$ cat config.mk
export PLATFORM = sky130hd
export DESIGN_NAME = flappy_engine
export DESIGN_NICKNAME = d
export VERILOG_FILES = /design/src/rtl/flappy_engine.sv
export SDC_FILE = /design/constraint.sdc
export NUM_CORES = 1
export LEC_CHECK = 0
export ABC_AREA = 1
export BUFFER_PORTS_ARGS = -buffer_cell sky130_fd_sc_hd__buf_2
export CAP_MARGIN = 0
export CELL_PAD_IN_SITES_DETAIL_PLACEMENT = 0
export CELL_PAD_IN_SITES_GLOBAL_PLACEMENT = 1
export CORE_AREA = 5 5 143 145
export DETAILED_ROUTE_END_ITERATION = 8
export DIE_AREA = 0 0 148 150
export HOLD_SLACK_MARGIN = 0.15
export PLACE_DENSITY = 0.82
export SYNTH_ARGS = -nofsm -noshare
export SYNTH_HDL_FRONTEND = slang
export SYNTH_SLANG_ARGS = --single-unit
$ cat constraint.sdc
create_clock -name i_clk -period 12.17 [get_ports i_clk]
set_input_delay 2.434 -clock i_clk [delete_from_list [all_inputs] [get_ports i_clk]]
set_output_delay 2.434 -clock i_clk [all_outputs]
set_load 0.01 [all_outputs]
$ cat src/rtl/flappy_engine.sv
// Game-physics core: tick divider, bird height, scrolling pipe columns with
// LFSR-placed gaps, collision detection and a saturating 4-digit BCD score.
module flappy_engine #(
  parameter int          TICK_DIV     = 2500000,
  parameter int          H_BITS       = 7,
  parameter int          PLAY_H       = 80,
  parameter int          START_H      = 40,
  parameter int          NUM_COLS     = 8,
  parameter int          GAP          = 20,
  parameter int          PIPE_SPACING = 4,
  parameter int          JUMP_TICKS   = 15,
  parameter logic [15:0] LFSR_SEED    = 16'hACE1
) (
  input  logic                       i_clk,
  input  logic                       i_reset,
  input  logic                       i_start,
  input  logic                       i_jump,
  output logic [1:0]                 o_state,
  output logic                       o_tick,
  output logic [H_BITS-1:0]          o_bird_h,
  output logic                       o_going_up,
  output logic [NUM_COLS-1:0]        o_col_valid,
  output logic [NUM_COLS*H_BITS-1:0] o_col_gap,
  output logic [15:0]                o_score,
  output logic                       o_lose
);

  localparam int DIV_W     = (TICK_DIV > 1) ? $clog2(TICK_DIV) : 1;
  localparam int SP_W      = (PIPE_SPACING > 1) ? $clog2(PIPE_SPACING) : 1;
  localparam int RISE_W    = (JUMP_TICKS > 1) ? $clog2(JUMP_TICKS) : 1;
  localparam int HW        = H_BITS + 1;
  localparam int GAP_RANGE = PLAY_H - GAP - 1;

  typedef enum logic [1:0] {
    S_IDLE = 2'd0,
    S_RUN  = 2'd1,
    S_DEAD = 2'd2
  } state_t;

  state_t                      r_state, w_state_next;
  logic [DIV_W-1:0]            r_div_cnt;
  logic [SP_W-1:0]             r_sp_cnt;
  logic [15:0]                 r_lfsr;
  logic [H_BITS-1:0]           r_bird_h;
  logic                        r_going_up;
  logic [RISE_W-1:0]           r_rise_cnt;
  logic [NUM_COLS-1:0]         r_col_valid;
  logic [NUM_COLS*H_BITS-1:0]  r_col_gap;
  logic [15:0]                 r_score;
  logic                        r_lose;

  logic                        w_tick;
  logic                        w_init;
  logic [NUM_COLS-1:0]         w_valid_sh;
  logic [NUM_COLS*H_BITS-1:0]  w_gap_sh;
  logic [H_BITS+7:0]           w_prod;
  logic [H_BITS-1:0]           w_new_gap;
  logic [H_BITS-1:0]           w_gap0;
  logic                        w_up_next;
  logic [RISE_W-1:0]           w_rise_next;
  logic [HW-1:0]               w_new_h;
  logic                        w_collide;
  logic [15:0]                 w_score_inc;

  assign w_tick = (r_state == S_RUN) && (r_div_cnt == '0);
  assign w_init = i_reset || ((r_state == S_DEAD) && i_start);

  always_comb begin
    w_state_next = r_state;
    case (r_state)
      S_IDLE:  if (i_start) w_state_next = S_RUN;
      S_RUN:   if (w_tick && w_collide) w_state_next = S_DEAD;
      S_DEAD:  if (i_start) w_state_next = S_IDLE;
      default: w_state_next = S_IDLE;
    endcase
  end

  always_ff @(posedge i_clk) begin
    if (i_reset) r_state <= S_IDLE;
    else         r_state <= w_state_next;
  end

  // Galois LFSR, taps x^16+x^14+x^13+x^11+1; free-runs so gaps depend on player timing
  always_ff @(posedge i_clk) begin
    if (i_reset) r_lfsr <= LFSR_SEED;
    else         r_lfsr <= {1'b0, r_lfsr[15:1]} ^ (r_lfsr[0] ? 16'hB400 : 16'h0000);
  end

  // Column shift toward the bird; new column enters at the far edge
  for (genvar gi = 0; gi < NUM_COLS - 1; gi++) begin : g_shift
    assign w_valid_sh[gi]                 = r_col_valid[gi+1];
    assign w_gap_sh[gi*H_BITS +: H_BITS]  = r_col_gap[(gi+1)*H_BITS +: H_BITS];
  end

  assign w_prod    = {{H_BITS{1'b0}}, r_lfsr[7:0]} * (H_BITS+8)'(GAP_RANGE);
  assign w_new_gap = H_BITS'(w_prod >> 8) + H_BITS'(1);
  assign w_valid_sh[NUM_COLS-1] = (r_sp_cnt == '0);
  assign w_gap_sh[(NUM_COLS-1)*H_BITS +: H_BITS] = (r_sp_cnt == '0) ? w_new_gap : '0;
  assign w_gap0 = w_gap_sh[H_BITS-1:0];

  always_comb begin
    w_rise_next = r_rise_cnt;
    w_up_next   = r_going_up;
    if (i_jump) begin
      w_rise_next = RISE_W'(JUMP_TICKS - 1);
      w_up_next   = 1'b1;
    end else if (r_rise_cnt != '0) begin
      w_rise_next = r_rise_cnt - RISE_W'(1);
    end else begin
      w_up_next = 1'b0;
    end
  end

  // Bird never sits at 0 while running, so the decrement cannot wrap
  assign w_new_h = w_up_next ? ({1'b0, r_bird_h} + HW'(1)) : ({1'b0, r_bird_h} - HW'(1));

  assign w_collide = (w_new_h == '0) || (w_new_h >= HW'(PLAY_H - 1)) ||
                     (w_valid_sh[0] && ((w_new_h < {1'b0, w_gap0}) ||
                                        (w_new_h > ({1'b0, w_gap0} + HW'(GAP - 1)))));

  always_comb begin : bcd_inc
    logic carry;
    w_score_inc = r_score;
    carry       = 1'b1;
    if (r_score != 16'h9999) begin
      for (int i = 0; i < 4; i++) begin
        if (carry) begin
          if (r_score[4*i +: 4] == 4'd9) begin
            w_score_inc[4*i +: 4] = 4'd0;
          end else begin
            w_score_inc[4*i +: 4] = r_score[4*i +: 4] + 4'd1;
            carry                 = 1'b0;
          end
        end
      end
    end
  end

  always_ff @(posedge i_clk) begin
    r_lose <= 1'b0;
    if (w_init) begin
      r_div_cnt   <= DIV_W'(TICK_DIV - 1);
      r_sp_cnt    <= SP_W'(PIPE_SPACING - 1);
      r_bird_h    <= H_BITS'(START_H);
      r_going_up  <= 1'b0;
      r_rise_cnt  <= '0;
      r_col_valid <= '0;
      r_col_gap   <= '0;
      r_score     <= '0;
    end else if (r_state == S_RUN) begin
      if (w_tick) begin
        r_div_cnt   <= DIV_W'(TICK_DIV - 1);
        r_col_valid <= w_valid_sh;
        r_col_gap   <= w_gap_sh;
        if (r_sp_cnt == '0) r_sp_cnt <= SP_W'(PIPE_SPACING - 1);
        else                r_sp_cnt <= r_sp_cnt - SP_W'(1);
        r_bird_h    <= w_new_h[H_BITS-1:0];
        r_going_up  <= w_up_next;
        r_rise_cnt  <= w_rise_next;
        if (w_collide)           r_lose  <= 1'b1;
        else if (r_col_valid[0]) r_score <= w_score_inc;
      end else begin
        r_div_cnt <= r_div_cnt - DIV_W'(1);
      end
    end
  end

  assign o_state     = r_state;
  assign o_tick      = w_tick;
  assign o_bird_h    = r_bird_h;
  assign o_going_up  = r_going_up;
  assign o_col_valid = r_col_valid;
  assign o_col_gap   = r_col_gap;
  assign o_score     = r_score;
  assign o_lose      = r_lose;

endmodule
Yosys cells after proc, flatten, opt, wreduce, memory -nomap -nowiden
Index checks and enable logic that the tools add are counted.
W data, S select, Z words.
{"block": "word_totals", "reg_bits": 135, "inputBits": 4, "out_inout_bits": 92, "elab_cells": 91}
{"block": "op_classes", "n_addsub": 11, "multipliers": 1, "order_cmp": 3, "n_eq_ne": 10, "n_mux": 26, "n_bitwise": 4, "n_reduce_logical": 22}
{"cell": "$mux W4", "count": 6}
{"cell": "$logic_not A22 Y1", "count": 1}
{"cell": "$mux W22", "count": 1}
{"cell": "$sub A22 B1 Y22 const B", "count": 1}
{"cell": "$reduce_and A6 Y1", "count": 3}
{"cell": "$add A4 B1 Y4 const B", "count": 4}
{"cell": "$eq A4 B4 Y1 const B", "count": 4}
{"cell": "$mux W16", "count": 1}
{"cell": "$ne A16 B16 Y1 const B", "count": 1}
{"cell": "$xor A15 B16 Y16", "count": 1}
{"cell": "$mul A8 B6 Y14 const B", "count": 1}
{"cell": "$mux W1", "count": 11}
{"cell": "$add A7 B1 Y8 const B", "count": 1}
{"cell": "$add A7 B5 Y8 const B", "count": 1}
{"cell": "$ge A8 B7 Y1 const B", "count": 1}
{"cell": "$gt A8 B8 Y1", "count": 1}
{"cell": "$logic_not A8 Y1", "count": 1}
{"cell": "$lt A8 B7 Y1", "count": 1}
{"cell": "$mux W2", "count": 4}
{"cell": "$mux W8", "count": 1}
{"cell": "$sub A7 B1 Y8 const B", "count": 1}
{"cell": "$add A6 B1 Y7 const B", "count": 1}
{"cell": "$mux W7", "count": 1}
{"cell": "$pmux W2 S3", "count": 1}
{"cell": "other kinds (16)", "count": 27}

Logic depth before layout (Yosys ltp)
Gate-level depths: netlist of the first run.
{"block": "logic_depth", "depth_word": 11, "depth_mapped": 33, "ltp_nobuf": 32}

Least setup slack after synthesis of the first run
OpenSTA, ideal clock, no wires.
{"block": "synth_timing", "path_type": "input port to flip-flop", "from": "input port i_jump", "to": "register r_score[13], in the netlist o_score[13]", "setup_time_ps": 132, "t_arrival_ps": 4902, "required_time_ps": 12038, "setup_slack_ps": 7136, "cell_stages": 24, "path_buffers": 1, "path_cell_list": "nor2_1 nand2_2 nand2_4 buf_6 nand2_2 nand2_2 inv_1 ha_1 inv_1 nand2_1 nand2_1 nand3_2 xor2_2 inv_1 ha_1 inv_1 a21oi_1 o221ai_1 nand3_1 nand2_2 nand2_4 nand4_1 o21ai_0 a21oi_1"}
{"block": "synth_via", "elab_chain_cells": 8, "elab_cells_between_ends": 12, "classes_between": "order compare (3); mux (2); bitwise (1); reduce/logical (6)"}
{"item": "start: declaration", "line_no": "17", "text": "input logic i_jump,"}
{"item": "$mux W1 *", "line_no": "104", "text": "if (i_jump) begin"}
{"item": "$mux W8 *", "line_no": "115", "text": "assign w_new_h = w_up_next ? ({1'b0, r_bird_h} + HW'(1)) : ({1'b0, r_bird_h} - HW'(1));"}
{"item": "net w_new_h[4]", "line_no": "61", "text": "logic [HW-1:0] w_new_h;"}
{"item": "$lt A8 B7 Y1 / $gt A8 B8 Y1 (equally long branches)", "line_no": "118, 119"}
{"item": "$logic_or A1 B1 Y1", "line_no": "118", "text": "(w_valid_sh[0] && ((w_new_h < {1'b0, w_gap0}) ||"}
{"item": "$logic_and A1 B1 Y1", "line_no": "118"}
{"item": "$logic_or A1 B1 Y1 *", "line_no": "117", "text": "assign w_collide = (w_new_h == '0) || (w_new_h >= HW'(PLAY_H - 1)) ||"}
{"item": "$not A1 Y1 (no source line) *"}
{"item": "$reduce_and A6 Y1 (no source line) *"}
{"item": "end signal: assignment", "line_no": "161", "text": "else if (r_col_valid[0]) r_score <= w_score_inc;"}
{"item": "end: declaration", "line_no": "49", "text": "logic [15:0] r_score;"}
The timed path passes the listed nets; every way through them passes the cells marked *.
A chain may end at the register's enable or synchronous reset.

Worst setup path after layout of the first run
{"block": "layout_timing", "from": "input port i_jump", "to": "register r_score[7], in the netlist o_score[7]"}
The elaborated chain is that of the path after synthesis.

==> results.txt, run 1 <==
----------------------------------------------------
[Timing]
  Clock Skews ... approximately 11 ps
  Crit share post-route ... 0.420
  Total count of hold-check failures in the final report ... 0
  Final worst-path setup slack ... 7060 ps
  Setup-failing EPs final ... 0
  Headroom to the max-slew limit ... 0.255
  Measured slew at the worst slew-check pin ... 1120 ps
  Achievable frequency ... 196 MHz
  RSZ-0062 raised after global routing ... no
  Final count of pins violating max slew ... 0
  Final setup TNS ... 0 ps
  Post-layout minimum cycle time ... just over 5000 ps

[CTS]
  Clock transition at path regs ... 60 ps
  Sink Count ... 135
  Maximum buffer depth of the clock tree ... 2
  Root buf cell ... clkbuf_16
  TritonCTS buffer count ... 17
  CTS tree ... done
  Worst-skew pair later-pin latency ... 410 ps
  Number of hold buffers added after cts ... 0
  Total number of H-tree levels ... 4
  Post-CTS resize count ... 0
  Post-CTS Setup Bufs ... 0

[Cells and area]
  Final cell utilization of the core ... 0.435
  Multi-input gate area ... 3490 um^2
  Share of final-layout standard cells stronger than drive strength 1 ... 0.168
  Fill count ... 1952
  Final std cell area, no fill ... 8300 um^2
  Area Growth Syn to Fin ... 11.8%
  Total area of sequential cells ... ~2700 um^2
  Net count, final ... 1067

[Power and ir drop]
  Clock share of power ... 0.449
  Sequential fraction of design power ... 0.403
  Switching share of power ... 0.267
  Pleak ... 3.75 nW
  IR Drop Worst-Case VDD ... 102 uV
  Total power per unit cell area ... 135 nW/um^2
  Net Switching ... 299 uW
  Internal Dissipation ... a little over 800 uW
  Combinational share of power ... 0.149

[Critical path]
  Destination of the worst register-to-register timing path ... o_col_gap[54]
  Worst r2r src ... r_lfsr[2]
  Worst EP arrival ... 5400 ps
  Reg2Reg Setup Slack ... 7960 ps
  Crit. End Element ... register
  Setup CP Type ... input port to register
  Largest fanout on the critical path ... 12
  Data required, critical path ... 12460 ps
  CP Launch Type ... input port
  Depth of the worst register-to-register path ... 23

[Die]
  Core area ... 19100 um^2
  Placement row count ... 51
  Die Span X ... 148 um
  Num ports ... 96
  Die H ... about 150 um
  Initial cell density of the core ... 0.389
  Die footprint ... approximately 22000 um^2

[Yosys]
  Total of flip-flops plus latches after synthesis ... 135
  Dominant cell by count in the synthesized netlist ... inv_1
  Synthesized area divided by synthesized cell count ... 7.73 um^2
  Ranking of synthesized cells by instance count ... inv_1 (191), dfxtp_1 (135), nand2_1 (114)
  Post-Syn Nets ... 1026
  Number of instances in the synthesized netlist ... 961
  Number of flops mapped to enable cells by yosys ... 0
  Count of distinct cell types in the synthesized netlist ... between 40 and 50
  Top_reg_cell synth ... dfxtp_1
  Leading area contributor after synthesis ... dfxtp_1
  Cell Area, Synth ... roughly 7400 um^2
  Dominant cells by area after synthesis ... dfxtp_1 (36%), inv_1 (9.7%), ha_1 (7.6%)
  Proportion of netlist area held by the largest area contributor ... 0.364
  Sequential fraction of the synthesis area ... 0.364
  Share of async-settable or async-resettable flops after synthesis ... 0
  Ys Warns ... 0

[GRT]
  Pin count of the biggest net entering global routing ... 66
  Met3 track demand over resource in global routing ... 0.0336
  Total overflow reported by the global router ... 0
  Number of global-route vias before repair ... about 5700
  Global route hottest layer ... met2
  GRT Total Usage ... 0.150
  Antenna violations before repair ... 0
  GRT met2 Usage ... 0.237
  First-pass GRT wire length ... about 28000 um
  Met1 track utilization from global routing ... 0.205

[Placement]
  Pre-CTS WS ... 6620 ps
  Post-place instance area ... 7720 um^2
  Total of buffers placed on input and output ports ... 95
  HPWL after detailed placement ... roughly 12000 um
  Final GP Congestion ... 0.858

[Flow run]
  Max cap viols ... 0

[Min path]
  Hold path cells ... 2
  Launch instance of the worst min-delay path ... r_lfsr[15]
  Worst Hold Endpoint ... r_lfsr[14]
  Type of the most critical hold path ... register to register

[Detailed routing]
  Detailed-route vias per instance ... 4.72
  DRT Wirelength ... 16200 um
  Number of iterations in the first detailed-routing pass ... 4
  Wirelength per Cell ... between 10 and 15 um
  Post-route DRC ... 0
  Number of DRC markers in iteration 0 ... between 200 and 300
  ANT nets after route ... 0
  Via total after detailed routing ... 5909

[Run status]
  Status ... completed

----------------------------------------------------
## worst max path at each step
| stage | from | endpoint | cells after the start |
|---|---|---|---|
| after floorplan | i_jump | o_score[13] | 24 |
| final | i_jump | o_score[7] | 24 |
| after global routing | i_jump | o_score[7] | 24 |
| after global placement | i_jump | o_score[13] | 24 |
| after detailed placement | i_jump | o_score[7] | 24 |
| after CTS | i_jump | o_score[7] | 24 |
## through the flow
step           power [mW]  hold WS, ps  std cells
2_1_floorplan       0.597          388        961
3_3_place_gp        0.626          395       1221
3_5_place_dp        0.631          397       1221
4_1_cts              1.14          409       1252
5_1_grt              1.18          423       1252
6_report             1.12          404       1253
## placed cells by master (no fill, tap or decap), drive strengths merged, types with 10 or more instances in the layout
master / count
inv: 195
o21ai: 43
buf: 98
a21oi: 34
dfxtp: 135
nand2: 126
xnor2: 10
o22ai: 60
xor2: 20
fa: 16
nand3: 45
clkbuf: 19
nor2: 107
ha: 45
## power by group through the flow
stage	combinational (mW)	clock [mW]	sequential, mW
after floorplan	0.137	0	0.460
after detailed placement	0.169	0	0.461
final	0.167	0.503	0.452
after global routing	0.197	0.535	0.452
after CTS	0.171	0.516	0.452
after global placement	0.165	0	0.461
## cells by family after synthesis
logic type / share of synthesized area
fa+ha+maj: 0.119
simple gates: 0.195
buf+inv: 0.166
compound gates: 0.120
xor+xnor: 0.0364
flops: 0.364
## registers in the layout (all words and copies together) (netlist names)
name	cells
o_bird_h	7
r_div_cnt	22
o_col_gap	56
o_going_up	1
r_rise_cnt	4
r_sp_cnt	2
o_lose	1
o_score	16
o_col_valid	8
o_state	2
r_lfsr	16
## area by class of cell
type / count / share of cell area
multi-input combinational: 556 / 0.421
sequential: 135 / 0.326
inverter: 194 / 0.0877
timing repair buffer: 98 / 0.0600
clock buffer: 19 / 0.0546
tap: 238 / 0.0359
clock inverter: 12 / 0.0154
antenna: 1 / 0.000301
## routing by layer
metal	share of wire	vias up
li1	-	3091
met1	0.50	2676
met2	0.43	125
met3	0.050	17
met4	0.016	0
met5	0	-
## worst max-delay path: stages
cell      delay [ps]
buf_2            120
nor2_1           110
nand2_2          140
nand2_4          170
nand2_2           80
nand2_2           90
inv_1             70
ha_1             190
inv_1             50
nand2_1          100
nand2_1          100
nand3_2           80
xor2_2           170
inv_1             80
ha_1             270
inv_1             40
a21oi_1          110
o221ai_1         110
nand3_1          100
nand2_2           70
nand2_4          130
nand4_1          240
o21ai_0          240
a21oi_1           90
Note: power is estimated with default switching activity, not from simulation.
==> run 2: changes to the inputs <==
ABC_AREA = 0   (was 1)
CORE_AREA = 5 5 145 147   (was 5 5 143 145)
DIE_AREA = 0 0 150 152   (was 0 0 148 150)
PLACE_DENSITY = 0.81   (was 0.82)
clock period = 5.15 ns   (was 12.17 ns; I/O delays follow)
==> run 2 against run 1 <==
Against the previous run:
- synthesized cell count down 2.7%
- final area up 3.4%
- first-iteration DRC count up 23%
- critical path type unchanged
- clock skew down 2.7 ps
- wire length up 8.9%
- register-to-register slack worse by 7500 ps
==> results.txt, run 2 <==
----------------------------------------------------
[Yosys]
  Cell Area, Synth ... 7620 um^2 (was 7430 um^2)
  Number of flops mapped to enable cells by yosys ... 0 (unchanged)
  Ranking of synthesized cells by instance count ... nand2_1 (173), dfxtp_1 (135), a21oi_1 (85) (was inv_1 (191), dfxtp_1 (135), nand2_1 (114))
  Count of distinct cell types in the synthesized netlist ... 60 (was 48)
  Share of async-settable or async-resettable flops after synthesis ... 0 (unchanged)
  Synthesized area divided by synthesized cell count ... 8.15 um^2 (was 7.73 um^2)
  Leading area contributor after synthesis ... dfxtp_1 (unchanged)
  Total of flip-flops plus latches after synthesis ... 135 (unchanged)
  Dominant cells by area after synthesis ... dfxtp_1 (35%), nand2_1 (8.5%), ha_1 (7.4%) (was dfxtp_1 (36%), inv_1 (9.7%), ha_1 (7.6%))
  Sequential fraction of the synthesis area ... 0.355 (was 0.364)
  Number of instances in the synthesized netlist ... 935 (was 961)
  Ys Warns ... 0 (unchanged)
  Proportion of netlist area held by the largest area contributor ... 0.355 (was 0.364)
  Post-Syn Nets ... 1000 (was 1026)
  Dominant cell by count in the synthesized netlist ... nand2_1 (was inv_1)
  Top_reg_cell synth ... dfxtp_1 (unchanged)

[Placement]
  HPWL after detailed placement ... 12600 um (was 12200 um)
  Pre-CTS WS ... -74.2 ps (was 6620 ps)
  Post-place instance area ... 7990 um^2 (was 7720 um^2)
  Total of buffers placed on input and output ports ... 95 (unchanged)
  Final GP Congestion ... 0.876 (was 0.858)

[Detailed routing]
  Post-route DRC ... 0 (unchanged)
  Wirelength per Cell ... 14.1 um (was 12.9 um)
  ANT nets after route ... 0 (unchanged)
  DRT Wirelength ... 17600 um (was 16200 um)
  Number of iterations in the first detailed-routing pass ... 5 (was 4)
  Number of DRC markers in iteration 0 ... 332 (was 271)
  Via total after detailed routing ... 6256 (was 5909)
  Detailed-route vias per instance ... 4.99 (was 4.72)

[CTS]
  Sink Count ... 135 (unchanged)
  Worst-skew pair later-pin latency ... 420 ps (was 410 ps)
  CTS tree ... done (unchanged)
  Total number of H-tree levels ... 4 (unchanged)
  Clock transition at path regs ... 60 ps (about the same)
  Root buf cell ... clkbuf_16 (unchanged)
  Number of hold buffers added after cts ... 0 (unchanged)
  Maximum buffer depth of the clock tree ... 2 (unchanged)
  TritonCTS buffer count ... 17 (unchanged)

[Cells and area]
  Most used cells in the layout excluding fill and tap cells ... nand2_1 (173), dfxtp_1 (135), buf_2 (95), a21oi_1 (84), inv_1 (65) (was inv_1 (189), dfxtp_1 (135), nand2_1 (114), nor2_1 (102), buf_2 (95))
  Final std cell area, no fill ... 8580 um^2 (was 8300 um^2)
  Share of final-layout standard cells stronger than drive strength 1 ... 0.170 (was 0.168)
  Net count, final ... 1035 (was 1067)
  Ant diodes ... 0 (was 1)
  Area Growth Syn to Fin ... 12.6% (was 11.8%)
  Final cell utilization of the core ... 0.434 (was 0.435)
  Most frequent standard cell in the layout excluding fill and tap cells ... nand2_1 (was inv_1)
  Flip-flop count of the largest register after layout ... 56 (unchanged)

[Die]
  Core area ... 19800 um^2 (was 19100 um^2)
  Initial cell density of the core ... 0.385 (was 0.389)
  Die footprint ... 22800 um^2 (was 22200 um^2)
  Placement row count ... 52 (was 51)
  Die Span X ... 150 um (was 148 um)
  Num ports ... 96 (unchanged)
  Die H ... 152 um (was 150 um)

[Timing]
  Total count of hold-check failures in the final report ... 0 (unchanged)
  Final setup TNS ... 0 ps (unchanged)
  Final count of pins violating max slew ... 0 (unchanged)
  Final worst-path setup slack ... 411 ps (was 7060 ps)
  Crit share post-route ... 0.920
  RSZ-0062 raised after global routing ... no (unchanged)
  Setup-failing EPs final ... 0 (unchanged)
  Headroom to the max-slew limit ... 0.514 (was 0.255)
  Measured slew at the worst slew-check pin ... 729 ps (was 1120 ps)
  Achievable frequency ... 211 MHz
  Clock Skews ... 7.99 ps (was 10.7 ps)
  Post-layout minimum cycle time ... 4740 ps

[Critical path]
  Data required, critical path ... 5490 ps (was 12460 ps)
  Cell family with the largest share of critical-path delay ... simple AND/OR/NAND/NOR gates (unchanged)
  Count of buffering cells on the critical path with inverters included ... 2 (was 5)
  Largest fanout on the critical path ... 8 (was 12)
  Crit. End Element ... register (unchanged)
  Worst EP arrival ... 5080 ps (was 5400 ps)
  Worst path cell trace ... buf_2 -> nor4b_2 -> nor2_1 -> xnor2_1 -> ha_1 -> or4_1 -> a21oi_1 -> o21ai_0 -> and2_1 -> ha_1 -> and3_1 -> o21ai_0 -> nand3_1 -> a311o_1 -> o211a_1 -> a22o_1 -> buf_4 -> nor4_1 -> mux2i_1 (was buf_2 -> nor2_1 -> nand2_2 -> nand2_4 -> nand2_2 -> nand2_2 -> inv_1 -> ha_1 -> inv_1 -> nand2_1 -> nand2_1 -> nand3_2 -> xor2_2 -> inv_1 -> ha_1 -> inv_1 -> a21oi_1 -> o221ai_1 -> nand3_1 -> nand2_2 -> nand2_4 -> nand4_1 -> o21ai_0 -> a21oi_1)
  Setup CP Type ... input port to register (unchanged)
  Master of the slowest instance on the critical path ... or4_1 (was ha_1)
  CP Launch Type ... input port (unchanged)
  Worst stage delay on the critical path ... 390 ps (was 270 ps)

[Power and ir drop]
  Combinational share of power ... 0.160 (was 0.149)
  Pleak ... 3.58 nW (was 3.75 nW)
  Internal Dissipation ... 1.97 mW (was 823 uW)
  Switching share of power ... 0.271 (was 0.267)
  Total power per unit cell area ... 315 nW/um^2 (was 135 nW/um^2)
  Design Power ... 2.70 mW (was 1.12 mW)
  IR Drop Worst-Case VDD ... 230 uV (was 102 uV)
  Clock share of power ... 0.445 (was 0.449)
  Net Switching ... 732 uW (was 299 uW)
  Sequential fraction of design power ... 0.396 (was 0.403)

[GRT]
  Total overflow reported by the global router ... 0 (unchanged)
  Pin count of the biggest net entering global routing ... 70 (was 66)
  Antenna violations before repair ... 1 (was 0)
  First-pass GRT wire length ... 30100 um (was 27600 um)
  GRT Total Usage ... 0.159 (was 0.150)
  Number of global-route vias before repair ... 5957 (was 5727)

[Flow run]
  Max cap viols ... 0 (unchanged)

[Run status]
  Status ... completed (unchanged)

[Min path]
  Type of the most critical hold path ... register to register (unchanged)

----------------------------------------------------
==> run 2: changes by cell type after synthesis, moves of 13 or more <==
cell and change:
xnor2_1 +16, nor4_1 +13, nand2_1 +59, nand3_1 -19
clkbuf_1 +18, inv_1 -126, a21oi_1 +51, nor3_1 +13
nor2_1 -64, or4_1 +13, o22ai_1 -60
==> run 2: logic make-up (layout without fill, tap and decap cells) <==
kind of cell               after synthesis  in the layout  share of synthesized area
buffers and inverters                  160            208                      0.107
AOI/OAI and AO/OA                      170            170                      0.134
and+or+nand+nor                        362            362                      0.233
DFF                                    135            135                      0.355
adders and majority gates               61             61                      0.116
muxes                                    8              8                     0.0105
xor gates and xnor gates                39             39                     0.0448
==> run 2: final timing paths <==
check,startpoint,to,slack (ps),depth (start not counted)
worst max-delay path,i_jump,o_score[15],410,19
worst min-delay path,r_lfsr[8],r_lfsr[7],420,1
worst max register to register,r_rise_cnt[0],o_score[15],510,20
worst min register to register,r_lfsr[8],r_lfsr[7],420,1
==> run 2: metrics by stage <==
step | hold slack, ps | cells
finish | 423 | 1253
global route | 429 | 1253
CTS | 428 | 1253
detailed placement | 403 | 1221
global placement | 397 | 1221
floorplan | 389 | 935
==> run 2: metal layers <==
layer / up-vias / GRT usage / part of all wire
li1: 3199 / - / -
met1: 2939 / 0.206 / 0.46
met2: 93 / 0.262 / 0.48
met3: 23 / 0.0417 / 0.045
met4: 2 / 0.0423 / 0.014
met5: - / 0 / 0.0011
==> run 2: power groups by stage <==
stage	Combinational, mW	Sequential, mW	Clock, mW
2_1_floorplan	0.351	1.09	0
3_3_place_gp	0.429	1.09	0
3_5_place_dp	0.434	1.09	0
4_1_cts	0.436	1.07	1.23
5_1_grt	0.508	1.07	1.29
6_report	0.431	1.07	1.20
==> run 2: timing repair <==
action                                  4_1_cts  5_1_grt
buffers inserted                              0        0
gates resized for setup                       0        1
endpoints found under the setup margin        0        9
==> run 2: worst reg2reg max path, stage by stage (launching register included) <==
cell     delay (ps)
dfxtp_1         300
inv_1            90
ha_1            250
nor4b_2         270
nor2_1          120
xnor2_1         170
ha_1            210
or4_1           390
a21oi_1         200
o21ai_0         140
and2_1          190
ha_1            300
and3_1          180
o21ai_0          70
nand3_1          90
a311o_1         340
o211a_1         220
a22o_1          290
buf_4           190
nor4_1          330
mux2i_1         210
==> run 2: cell type report <==
class,count,area (um^2)
clock buffers,18,439
well taps,270,338
clock inverters,14,149
inverters,66,253
repair buffers,110,588
multi-input cells,640,4110
flip-flops and latches,135,2700
fillers,2063,11200
